`config.mk`:
```
export PLATFORM = sky130hd
export DESIGN_NAME = unary_reduce_arb_flat
export DESIGN_NICKNAME = d
export VERILOG_FILES = /design/src/rtl/unary_reduce_arb_if.sv /design/src/rtl/unary_reduce_arb.sv /design/src/flat_wrapper.sv
export SDC_FILE = /design/constraint.sdc
export NUM_CORES = 1
export LEC_CHECK = 0
export BUFFER_PORTS_ARGS = -buffer_cell sky130_fd_sc_hd__buf_2
export CAP_MARGIN = 15
export CORE_MARGIN = 2
export CORE_UTILIZATION = 40
export DETAILED_ROUTE_END_ITERATION = 10
export PLACE_DENSITY = 0.61
export SLEW_MARGIN = 20
export SYNTH_ARGS = -nofsm -noshare
export SYNTH_HDL_FRONTEND = slang
export SYNTH_SLANG_ARGS = --single-unit
```
`constraint.sdc`:
```
create_clock -name clk -period 2 [get_ports clk]
set_input_delay 0.1 -clock clk [delete_from_list [all_inputs] [get_ports clk]]
set_output_delay 0.1 -clock clk [all_outputs]
set_load 0.005 [all_outputs]
```
`src/rtl/unary_reduce_arb_if.sv`:
```
`default_nettype none
// ============================================================================
// Module   : unary_reduce_arb_if
// Brief    : Request/response bundle between two requesters, a consumer and
//            the shared unary/reduction unit.
// Revision : 1.0 - initial release
// ============================================================================
interface unary_reduce_arb_if;
    logic       req0_valid;
    logic [2:0] req0_op;
    logic [7:0] req0_a;
    logic       req0_ready;

    logic       req1_valid;
    logic [2:0] req1_op;
    logic [7:0] req1_a;
    logic       req1_ready;

    logic       rsp_valid;
    logic       rsp_id;
    logic [7:0] rsp_data;
    logic       rsp_ready;

    // Requesters and result consumer
    modport master (
        output req0_valid, req0_op, req0_a,
        input  req0_ready,
        output req1_valid, req1_op, req1_a,
        input  req1_ready,
        input  rsp_valid, rsp_id, rsp_data,
        output rsp_ready
    );

    // Shared execution unit
    modport slave (
        input  req0_valid, req0_op, req0_a,
        output req0_ready,
        input  req1_valid, req1_op, req1_a,
        output req1_ready,
        output rsp_valid, rsp_id, rsp_data,
        input  rsp_ready
    );
endinterface
`default_nettype wire

```
`src/rtl/unary_reduce_arb.sv`:
```
`default_nettype none
// ============================================================================
// Module   : unary_reduce_arb
// Brief    : One 8-bit unary/reduction unit shared by two requesters through a
//            round-robin IDLE/EXEC/RESP controller.
// Revision : 1.0 - initial release
// ============================================================================
module unary_reduce_arb #(
    parameter int COUNT_W = 16
) (
    input  wire logic               clk,
    input  wire logic               rst,
    unary_reduce_arb_if.slave       bus,
    output logic                    busy,
    output logic [COUNT_W-1:0]      ops_count
);

    localparam logic [1:0] c_ST_IDLE = 2'd0;
    localparam logic [1:0] c_ST_EXEC = 2'd1;
    localparam logic [1:0] c_ST_RESP = 2'd2;

    localparam logic [COUNT_W-1:0] c_CNT_ONE = {{(COUNT_W-1){1'b0}}, 1'b1};

    logic [1:0]         r_state;
    logic               r_last_grant;
    logic [2:0]         r_op;
    logic [7:0]         r_a;
    logic               r_id;
    logic               r_rsp_valid;
    logic               r_rsp_id;
    logic [7:0]         r_rsp_data;
    logic [COUNT_W-1:0] r_ops_count;

    logic               w_idle;
    logic               w_grant0;
    logic               w_grant1;
    logic               w_ready0;
    logic               w_ready1;
    logic               w_accept;
    logic [7:0]         w_result;

    function automatic logic [7:0] f_compute(input logic [2:0] op, input logic [7:0] a);
        logic [7:0] v;
        v = 8'h00;
        case (op)
            3'b000:  v = ~a;
            3'b001:  v = {7'b0, ~&a};
            3'b010:  v = {7'b0, ~|a};
            3'b011:  v = {7'b0, &(~a)};
            3'b100:  v = {7'b0, |(~a)};
            3'b101:  v = {7'b0, ^a};
            3'b110:  v = {7'b0, &a};
            default: v = {7'b0, |a};
        endcase
        return v;
    endfunction

    // On contention the requester that did not win last time is granted.
    assign w_idle   = (r_state == c_ST_IDLE);
    assign w_grant0 = bus.req0_valid && (!bus.req1_valid || r_last_grant);
    assign w_grant1 = bus.req1_valid && (!bus.req0_valid || !r_last_grant);
    assign w_ready0 = w_idle && !rst && w_grant0;
    assign w_ready1 = w_idle && !rst && w_grant1;
    assign w_accept = w_ready0 || w_ready1;
    assign w_result = f_compute(r_op, r_a);

    assign bus.req0_ready = w_ready0;
    assign bus.req1_ready = w_ready1;
    assign bus.rsp_valid  = r_rsp_valid;
    assign bus.rsp_id     = r_rsp_id;
    assign bus.rsp_data   = r_rsp_data;
    assign busy           = !w_idle;
    assign ops_count      = r_ops_count;

    always_ff @(posedge clk) begin
        if (rst) begin
            r_state      <= c_ST_IDLE;
            r_last_grant <= 1'b1;
            r_op         <= 3'b000;
            r_a          <= 8'h00;
            r_id         <= 1'b0;
            r_rsp_valid  <= 1'b0;
            r_rsp_id     <= 1'b0;
            r_rsp_data   <= 8'h00;
            r_ops_count  <= '0;
        end else begin
            case (r_state)
                c_ST_IDLE: begin
                    if (w_accept) begin
                        r_op         <= w_ready1 ? bus.req1_op : bus.req0_op;
                        r_a          <= w_ready1 ? bus.req1_a  : bus.req0_a;
                        r_id         <= w_ready1;
                        r_last_grant <= w_ready1;
                        r_state      <= c_ST_EXEC;
                    end
                end
                c_ST_EXEC: begin
                    r_rsp_data  <= w_result;
                    r_rsp_id    <= r_id;
                    r_rsp_valid <= 1'b1;
                    r_state     <= c_ST_RESP;
                end
                c_ST_RESP: begin
                    if (bus.rsp_ready) begin
                        r_rsp_valid <= 1'b0;
                        r_ops_count <= r_ops_count + c_CNT_ONE;
                        r_state     <= c_ST_IDLE;
                    end
                end
                default: begin
                    r_rsp_valid <= 1'b0;
                    r_state     <= c_ST_IDLE;
                end
            endcase
        end
    end

endmodule
`default_nettype wire

```
`src/flat_wrapper.sv`:
```
// flat-port wrapper written by rule: the top's interface ports become plain ports
module unary_reduce_arb_flat 
#(
    parameter int COUNT_W = 16
)
  (clk, rst, busy, ops_count, bus_req0_valid, bus_req0_op, bus_req0_a, bus_req0_ready, bus_req1_valid, bus_req1_op, bus_req1_a, bus_req1_ready, bus_rsp_valid, bus_rsp_id, bus_rsp_data, bus_rsp_ready);
  unary_reduce_arb_if bus_i ();
  input  wire logic clk;
  input  wire logic rst;
  output logic busy;
  output logic [COUNT_W-1:0] ops_count;
  input wire logic [$bits(bus_i.req0_valid)-1:0] bus_req0_valid;
  input wire logic [$bits(bus_i.req0_op)-1:0] bus_req0_op;
  input wire logic [$bits(bus_i.req0_a)-1:0] bus_req0_a;
  output wire logic [$bits(bus_i.req0_ready)-1:0] bus_req0_ready;
  input wire logic [$bits(bus_i.req1_valid)-1:0] bus_req1_valid;
  input wire logic [$bits(bus_i.req1_op)-1:0] bus_req1_op;
  input wire logic [$bits(bus_i.req1_a)-1:0] bus_req1_a;
  output wire logic [$bits(bus_i.req1_ready)-1:0] bus_req1_ready;
  output wire logic [$bits(bus_i.rsp_valid)-1:0] bus_rsp_valid;
  output wire logic [$bits(bus_i.rsp_id)-1:0] bus_rsp_id;
  output wire logic [$bits(bus_i.rsp_data)-1:0] bus_rsp_data;
  input wire logic [$bits(bus_i.rsp_ready)-1:0] bus_rsp_ready;
  assign bus_i.req0_valid = bus_req0_valid;
  assign bus_i.req0_op = bus_req0_op;
  assign bus_i.req0_a = bus_req0_a;
  assign bus_req0_ready = bus_i.req0_ready;
  assign bus_i.req1_valid = bus_req1_valid;
  assign bus_i.req1_op = bus_req1_op;
  assign bus_i.req1_a = bus_req1_a;
  assign bus_req1_ready = bus_i.req1_ready;
  assign bus_rsp_valid = bus_i.rsp_valid;
  assign bus_rsp_id = bus_i.rsp_id;
  assign bus_rsp_data = bus_i.rsp_data;
  assign bus_i.rsp_ready = bus_rsp_ready;
  unary_reduce_arb #(.COUNT_W(COUNT_W)) u_core (.clk(clk), .rst(rst), .bus(bus_i), .busy(busy), .ops_count(ops_count));
endmodule
```
==> results of run 1 <==
[kinds of logic (layout without fill, tap and decap cells)]
| kind of cell | Yosys count | after routing | share of synthesized area |
|---|---|---|---|
| buffers and inverters | 20 | 78 | 0.04580 |
| multiplexers | 14 | 14 | 0.07124 |
| AND/OR/NAND/NOR | 82 | 82 | 0.2207 |
| XOR/XNOR | 12 | 12 | 0.05343 |
| flip-flops | 41 | 41 | 0.4173 |
| adder cells (fa/ha/maj) | 9 | 9 | 0.05725 |
| AO/OA/AOI/OAI | 41 | 41 | 0.1342 |
[metal layers]
metal  vias up  part of all wire  track usage
met3         6             0.060      0.05556
met1       746              0.49       0.2073
li1        886                 -            -
met4         0             0.013      0.06061
met5         -                 0            0
met2        42              0.43       0.2421
[final cells by class]
cell class / count / area [µm²]
well taps: 67 / 83.83
clock inverters: 2 / 37.54
flip-flops and latches: 41 / 820.8
repair buffers: 60 / 312.8
multi-input cells: 158 / 1056
clock buffers: 6 / 82.58
fillers: 460 / 2292
inverters: 10 / 37.54
[critical path: stages (launching register included)]
cell and delay (ps):
dfxtp_1 420, and4_1 330, nand3_2 200, or4_1 530
a21oi_1 150
[power groups by stage]
stage	clock network (mW)	registers (mW)	logic (mW)
2_1_floorplan	0	0.930	0.208
3_3_place_gp	0	0.941	0.301
3_5_place_dp	0	0.941	0.305
4_1_cts	0.717	0.922	0.306
5_1_grt	0.753	0.931	0.343
6_report	0.703	0.922	0.299
[state kept, by name, indices dropped and copies added (netlist names)]
register	flops
u_core.r_last_grant	1
u_core.bus.rsp_valid	1
u_core.r_id	1
u_core.ops_count	16
u_core.bus.rsp_data	8
u_core.r_a	8
u_core.bus.rsp_id	1
u_core.r_op	3
u_core.r_state	2
[layout by cell type, fill, tap and decap left out, types with 2 or more instances in the layout]
cell type,netlist,routed
dfxtp_1,41,41
xor2_1,8,8
xnor2_1,4,4
mux2i_1,14,14
or3_1,4,4
o31ai_1,3,3
inv_1,10,10
nand3b_1,3,3
a21oi_1,9,9
and4_1,2,2
nand3_2,2,2
nand2_1,15,15
nor2b_1,8,8
nand4_1,5,5
o21ai_0,11,11
buf_4,2,5
nand2b_1,2,2
nor2_1,23,23
ha_1,9,9
nand3_1,7,7
or4_1,4,4
buf_2,0,55
a21o_1,2,2
and3_1,2,2
nor3_1,2,2
clkbuf_8,0,6
a211oi_1,11,11
[per-stage QoR]
stage / setup slack, ps / power (mW) / cells / hold slack, ps / cell area (µm²)
global placement: 391.5 / 1.242 / 336 / 393.7 / 2311
floorplan: 470.3 / 1.138 / 219 / 239.4 / 1967
finish: 310.9 / 1.924 / 344 / 81.37 / 2431
global route: 172.5 / 2.027 / 344 / 100.1 / 2431
CTS: 310.3 / 1.946 / 344 / 74.07 / 2431
detailed placement: 347.3 / 1.246 / 336 / 395.0 / 2311
[worst min path at each step]
| stage | from | endpoint | slack [ps] |
|---|---|---|---|
| 2_1_floorplan | rst | u_core.bus.rsp_data[0]$_SDFFE_PP0P_ | 240 |
| 3_3_place_gp | bus_req1_a[1] | u_core.r_a[1]$_SDFFE_PP0P_ | 390 |
| 3_5_place_dp | bus_req1_a[1] | u_core.r_a[1]$_SDFFE_PP0P_ | 400 |
| 4_1_cts | bus_req1_op[1] | u_core.r_op[1]$_SDFFE_PP0P_ | 70 |
| 5_1_grt | bus_req1_a[5] | u_core.r_a[5]$_SDFFE_PP0P_ | 100 |
| 6_report | bus_req1_op[1] | u_core.r_op[1]$_SDFFE_PP0P_ | 80 |
[cell usage after synthesis, types with 4 or more instances]
| cell | number |
|---|---|
| or4_1 | 4 |
| nand2_1 | 15 |
| xnor2_1 | 4 |
| nand4_1 | 5 |
| mux2i_1 | 14 |
| nor2b_1 | 8 |
| nor2_1 | 23 |
| o21ai_0 | 11 |
| a21oi_1 | 9 |
| or3_1 | 4 |
| inv_1 | 10 |
| clkbuf_1 | 7 |
| ha_1 | 9 |
| xor2_1 | 8 |
| dfxtp_1 | 41 |
| a211oi_1 | 11 |
| nand3_1 | 7 |
==> impl_metrics.ini, run 1 <==
[run_status]
status = finished clean

[floorplan]
dieArea_um2 = 5494
num_rows = 25
io_pins = 56
die_w_um = 74.12
core_area_um2 = 4723
start_util = 0.4164
die_h_um = 74.12

[logic_synthesis]
syn_nets = 255
yosysTopAreaCell = dfxtp_1
synth_seq_area_share = 0.4173
ys_warn_count = 0
syn_area_per_cell_um2 = 8.981
syn-cell-area_um2 = 1967
synth_cell_types = 35
netlist_instances = 219
ys.flop_type = dfxtp_1
synth-edff-count = 0
async_flop_share = 0
synth.area.top_cells = dfxtp_1 42%, mux2i_1 7.1%, ha_1 5.7%
synth_seq_cells = 41
netlist.area_leader.share = 0.4173

[critical_path]
path_max_fanout = 10
required_ps = 2230
r2r_end = u_core.ops_count[14]$_SDFFE_PP0P_
endpoint = u_core.ops_count[14]$_SDFFE_PP0P_
startpoint_type = register
startpoint = u_core.ops_count[3]$_SDFFE_PP0P_
worstSetupPathType = reg2reg
reg2reg_from = u_core.ops_count[3]$_SDFFE_PP0P_
ff2ff_setup_slack_ps = 310
cp-end-kind = register
crit_arrival_ps = 1920
reg2reg_depth = 4

[route]
drtIter0Drc = 50
drt_pre_antenna_iters = 4
vias = 1680
drc = 0
wl_per_cell_um = 11.71
vias_per_cell = 4.884
wl_mm = 4.027
antenna_left = 0

[global_route]
grt_max_degree = 41
overflow = 0
grt_pass1_vias = 1511
grt.total_usage = 0.1589
grt_pass1_wl_mm = 6.734
antenna_found_initial = 0

[power_and_ir_drop]
p_sw_frac = 0.2531
combPwrFrac = 0.155
p_sw_mw = 0.4868
p_leak_nw = 1.131
p_int_mw = 1.437
peakVddDrop_mv = 0.4093
pwr-share-seq = 0.479
clkPwrFrac = 0.365
pwr_density_cell_nw_per_um2 = 791.3

[placed_design]
io_buffers = 55
hpwlAfterDp_mm = 2.878
place.gp.congestion = 0.7937

[cells_and_area]
area_delta_synth_final_pct = 23.60
layout-drive-gt1-share = 0.2563
diodes = 0
fin_util = 0.5147
nets = 312

[clock_network]
numCtsBuffers = 5
clk_latency_ps = 300
htree_levels = 2
clkTransAtPathRegs_ps = 80
cts_resized = 0
hold_buffers = 0
cts_sinks = 41
cts_tree = built
postCtsSetupBuffers = 0
clockBufferDepth = 2
cts-root-buf = clkbuf_8

[timing]
tightest_slew_ps = 419.5
slew_headroom = 0.7203
hold_viol = 0
fin_tns_setup_ps = 0
setup_viol_count_final = 0
skew_ps = 7.456
min_period_ps = 1689
rsz0062_at_grt = false
fmax_mhz = 592.0
slew_viol_final = 0
finalCritPeriodShare = 0.8445

[min_path]
hold_class = in2reg
min_path_cells = 3

[run]
maxCapViolCount = 0
Power figures use the tool's default switching activity.
==> run 2, diff against run 1 <==
--- a/config.mk
+++ b/config.mk
@@ -5,12 +5,13 @@
 export SDC_FILE = /design/constraint.sdc
 export NUM_CORES = 1
 export LEC_CHECK = 0
+export ABC_AREA = 1
 export BUFFER_PORTS_ARGS = -buffer_cell sky130_fd_sc_hd__buf_2
 export CAP_MARGIN = 15
 export CORE_MARGIN = 2
 export CORE_UTILIZATION = 40
 export DETAILED_ROUTE_END_ITERATION = 10
-export PLACE_DENSITY = 0.61
+export PLACE_DENSITY = 0.6
 export SLEW_MARGIN = 20
 export SYNTH_ARGS = -nofsm -noshare
 export SYNTH_HDL_FRONTEND = slang
==> constraint.sdc (replaced) <==
create_clock -name clk -period 1.7 [get_ports clk]
set_input_delay 0.085 -clock clk [delete_from_list [all_inputs] [get_ports clk]]
set_output_delay 0.085 -clock clk [all_outputs]
set_load 0.005 [all_outputs]
==> run 2 against run 1 <==
Against the previous run:
- cell count is 31% higher
- non-clock buffer count is 2 higher
- hold slack hardly changed
- synthesized cell count is 46% higher
- register-to-register slack worse by 70 ps
- global-route usage is 0.75 points higher
- critical endpoint is now bus_req1_ready
- largest cell class unchanged
==> impl_metrics.ini, run 2 <==
[route]
wl_mm = 4.744
drtIter0Drc = 69
drc = 0
antenna_left = 0
vias_per_cell = 4.676
drt_pre_antenna_iters = 4
wl_per_cell_um = 10.54
vias = 2104

[floorplan]
io_pins = 56
dieArea_um2 = 6023
die_w_um = 77.61
start_util = 0.4190
core_area_um2 = 5172
num_rows = 26
die_h_um = 77.61

[global_route]
grt_use_met1 = 0.1883
grt_max_degree = 21
grt_pass1_vias = 1951
overflow = 0
grt.total_usage = 0.1663
gr-usage-met2 = 0.3172
top_usage_layer = met2
antenna_found_initial = 0
grtUsageMet3 = 0.03256
grt_pass1_wl_mm = 8.211

[critical_path]
reg2reg_from = u_core.r_a[6]$_SDFFE_PP0P_
crit_top_cell = inv_1
path_max_fanout = 12
cp_num_buf_inv = 4
cp-end-kind = output pin
startpoint_type = register
required_ps = 1620
cp_top_family = buffers and inverters
worstSetupPathType = reg2out
crit_arrival_ps = 1410
max_stage_delay_ps = 360
worstPathCellList = inv_1 -> nand3_1 -> inv_2 -> nand2_4 -> inv_1 -> buf_2
startpoint = u_core.r_state[1]$_SDFFE_PP0P_
cp_slowest_cell = dfxtp_1

[placed_design]
hpwlAfterDp_mm = 3.659
place.gp.congestion = 0.7655
io_buffers = 55

[power_and_ir_drop]
power.total_mw = 2.285
pwr_density_cell_nw_per_um2 = 864.3
peakVddDrop_mv = 0.5171
p_leak_nw = 1.348

[min_path]
hp-start = bus_req0_op[1]
hold_class = in2reg

[logic_synthesis]
ys_warn_count = 0
synth.most_common_cell = nand2_1
syn_nets = 356
netlist_instances = 320
synth_seq_area_share = 0.3788
yosysTopAreaCell = dfxtp_1
syn_area_per_cell_um2 = 6.772
netlist.area_leader.share = 0.3788
synth.area.top_cells = dfxtp_1 38%, nand2_1 11%, a21oi_1 7.9%
synth_cell_types = 29
syn-cell-area_um2 = 2167
synth-edff-count = 0
synth_seq_cells = 41
ys.flop_type = dfxtp_1
synthTopCellsByCount = 66 x nand2_1, 43 x nor2_1, 42 x inv_1
async_flop_share = 0

[timing]
setup_viol_count_final = 0
finalCritPeriodShare = 0.8775
tightest_slew_ps = 327.8
fin_tns_setup_ps = 0
skew_ps = 4.092
hold_viol = 0
rsz0062_at_grt = false
fmax_mhz = 670.3
slew_headroom = 0.7812
min_period_ps = 1492
slew_viol_final = 0

[clock_network]
cts_resized = 0
postCtsSetupBuffers = 0
clk_latency_ps = 280
cts_tree = built
hold_buffers = 0
clkTransAtPathRegs_ps = 80
htree_levels = 2
clockBufferDepth = 2
numCtsBuffers = 5
cts_sinks = 41
cts-root-buf = clkbuf_8

[cells_and_area]
final_cell_mix = 66 x nand2_1, 55 x buf_2, 43 x nor2_1, 42 x inv_1, 41 x dfxtp_1
layout_commonest_cell = nand2_1
area_delta_synth_final_pct = 22.00
largest_reg_flops = 16
diodes = 0
nets = 415
layout-drive-gt1-share = 0.2184

[run]
maxCapViolCount = 0

[run_status]
status = finished clean
-- run 2: changes by cell type after synthesis, moves of 6 or more --
cell	before	now
a21oi_1	9	34
nand2_1	15	66
a211oi_1	11	0
mux2i_1	14	0
xor2_1	8	2
nor2_1	23	43
inv_1	10	42
o21ai_1	0	12
nor2b_1	8	0
o21ai_0	11	21
-- run 2: routing by layer --
metal  vias to the layer above  share of wire
met2                        42           0.50
met4                         0         0.0034
met3                         2          0.039
met5                         -              0
met1                       923           0.45
li1                       1137              -
-- run 2: report_power, final --
part	leakage, nW	internal, mW	total [mW]	switching (mW)
combinational	0.956	0.170	0.417	0.247
clock	0.0585	0.479	0.800	0.321
sequential	0.334	1.02	1.07	0.0435
-- run 2: path summary, 6_finish.rpt --
path	to	slack, ps	cells past startpoint
setup / recovery	bus_req1_ready	210	6
hold / removal	u_core.r_op[1]$_SDFFE_PP0P_	80	3
setup reg to reg	u_core.bus.rsp_data[0]$_SDFFE_PP0P_	240	10
hold reg to reg	u_core.r_id$_SDFFE_PP0P_	480	2
-- run 2: area by class of cell --
class	count	area (µm²)
clock inverters	1	30.03
clock buffers	7	86.33
multi-input cells	222	1115
well taps	70	87.58
fillers	553	2529
inverters	47	176.4
flip-flops and latches	41	820.8
repair buffers	62	327.8
-- run 2: logic make-up (layout without fill, tap and decap cells) --
group / count (synthesis) / after routing / share of synthesized area
DFF: 41 / 41 / 0.3788
and+or+nand+nor: 143 / 143 / 0.2962
xor gates and xnor gates: 2 / 2 / 0.008085
buffers and inverters: 57 / 117 / 0.1068
AOI/OAI and AO/OA: 68 / 68 / 0.1582
adders and majority gates: 9 / 9 / 0.05196
-- run 2: tightest hold or removal path: stages --
cell,delay (ps)
buf_2,80
o21ai_1,60
a21oi_1,110
-- run 2: per-stage QoR --
| step | std cells | cell area, µm² | hold WS, ps | util | setup WS (ps) |
|---|---|---|---|---|---|
| floorplan | 320 | 2167 | 269.4 | - | 337.3 |
| global placement | 442 | 2527 | 365.6 | 0.4886 | 263.3 |
| detailed placement | 442 | 2527 | 384.0 | 0.4886 | 256.3 |
| CTS | 450 | 2644 | 80.87 | 0.5111 | 188.8 |
| global route | 450 | 2644 | 91.21 | 0.5111 | 62.40 |
| finish | 450 | 2644 | 81.24 | 0.5111 | 208.2 |
==> run 3, diff against run 2 <==
--- a/config.mk
+++ b/config.mk
@@ -12,6 +12,7 @@
 export CORE_UTILIZATION = 40
 export DETAILED_ROUTE_END_ITERATION = 10
 export PLACE_DENSITY = 0.6
+export REMOVE_ABC_BUFFERS = 1
 export SLEW_MARGIN = 20
 export SYNTH_ARGS = -nofsm -noshare
 export SYNTH_HDL_FRONTEND = slang
==> run 3 against run 2 <==
Against the previous run:
- worst setup slack worse by 42 ps
- clock power is 21% lower
- clock skew is 2.4 ps lower
- first-iteration DRC count is 28% lower
- core utilization is 1.0 points lower
==> impl_metrics.ini, run 3 (synthesis gave the netlist of run 2 again) <==
[cells_and_area]
design_area_um2 = 2591
fin_util = 0.5010
multiInputGateArea_um2 = 1115
largest_reg_flops = 16
area_delta_synth_final_pct = 19.57
instances_no_fill = 447
layout_commonest_cell = nand2_1
nets = 412
regArea_um2 = 827.0
layout-drive-gt1-share = 0.2202
diodes = 0
fillers = 573
final_cell_mix = 66 x nand2_1, 55 x buf_2, 43 x nor2_1, 42 x inv_1, 36 x dfxtp_1

[route]
drc = 0
vias = 2098
wl_per_cell_um = 10.72
drtIter0Drc = 50
wl_mm = 4.793
antenna_left = 0
vias_per_cell = 4.694
drt_pre_antenna_iters = 4

[run_status]
status = finished clean

[clock_network]
htree_levels = 2
hold_buffers = 0
cts-root-buf = clkbuf_8
cts_tree = built
clockBufferDepth = 2
cts_sinks = 41
numCtsBuffers = 5
clkTransAtPathRegs_ps = 80
postCtsSetupBuffers = 0
cts_resized = 0
clk_latency_ps = 290

[timing]
min_period_ps = 1534
slew_headroom = 0.7543
slew_viol_final = 0
skew_ps = 1.666
hold_slack_ps = 62.88
setup_ws_ps = 166.2
tightest_slew_ps = 368.1
fin_tns_setup_ps = 0
hold_viol = 0
setup_viol_count_final = 0
fmax_mhz = 652.0
rsz0062_at_grt = false
finalCritPeriodShare = 0.9022

[placed_design]
dpl_cell_area_um2 = 2505
dp_cells = 439
io_buffers = 55
place.gp.congestion = 0.8374
hpwlAfterDp_mm = 3.580
dpl_worst_slack_ps = 201.2

[critical_path]
cp_slowest_cell = dfxtp_1
required_ps = 1620
cp_top_family = buffers and inverters
worstSetupPathType = reg2out
crit_arrival_ps = 1450
reg2reg_from = u_core.ops_count[0]$_SDFFE_PP0P_
startpoint = u_core.r_state[1]$_SDFFE_PP0P_
startpoint_type = register
max_stage_delay_ps = 370
crit_top_cell = inv_1
cp_num_buf_inv = 4
worstPathCellList = inv_1 -> nand3_1 -> inv_2 -> nand2_4 -> inv_1 -> buf_2
cp-end-kind = output pin
path_max_fanout = 12

[floorplan]
io_pins = 56
die_h_um = 77.61
die_w_um = 77.61
core_area_um2 = 5172
num_rows = 26
dieArea_um2 = 6023
start_util = 0.4190

[power_and_ir_drop]
pwr_density_cell_nw_per_um2 = 814.4
power.total_mw = 2.110
p_leak_nw = 1.316
peakVddDrop_mv = 0.3515

[global_route]
grt_max_degree = 23
grt_pass1_vias = 1817
overflow = 0
grt.total_usage = 0.1651
grt_pass1_wl_mm = 8.135
antenna_found_initial = 0

[min_path]
hold_class = in2reg
hp-start = bus_req0_op[0]

[run]
maxCapViolCount = 0
[run 3: cell count changes in the layout (fill, tap and decap cells not counted), sizes merged]
cell    delta
buf        -3
bufinv     -1
clkbuf     +1
[run 3: report_power, final]
part | internal [mW] | switching (mW)
clock network | 0.292 | 0.336
logic | 0.165 | 0.245
registers | 1.03 | 0.0456
total | 1.48 | 0.627
[run 3: layout make-up]
type | count | area share
Tap cell | 70 | 0.03380
Multi-Input combinational cell | 222 | 0.4302
Clock buffer | 8 | 0.03090
Timing Repair Buffer | 59 | 0.1178
Sequential cell | 41 | 0.3192
Inverter | 47 | 0.06808
[run 3: worst reg2reg max path: stages (launching register included)]
cell and delay [ps]:
dfxtp_2 370, ha_1 170, nand3_1 80, nor2_1 130, nand2_1 130, nor2_2 170
nand2_2 90, nor2_2 100, nand2_1 60, nand2_1 50, nor2_1 30
[run 3: final timing paths]
path / to / slack (ps) / cells past startpoint
max reg2reg: u_core.ops_count[14]$_SDFFE_PP0P_ / 220 / 10
max: bus_req1_ready / 170 / 6
min reg2reg: u_core.bus.rsp_data[0]$_SDFFE_PP0P_ / 470 / 2
min: u_core.r_op[0]$_SDFFE_PP0P_ / 60 / 3
[run 3: metal layers]
layer	wire length (µm)	up-vias	part of all wire	GRT usage
li1	-	1128	-	-
met2	1991	43	0.42	0.2414
met4	75	0	0.016	0.06607
met1	2511	920	0.52	0.2323
met5	0	-	0	0
met3	214	7	0.045	0.03953
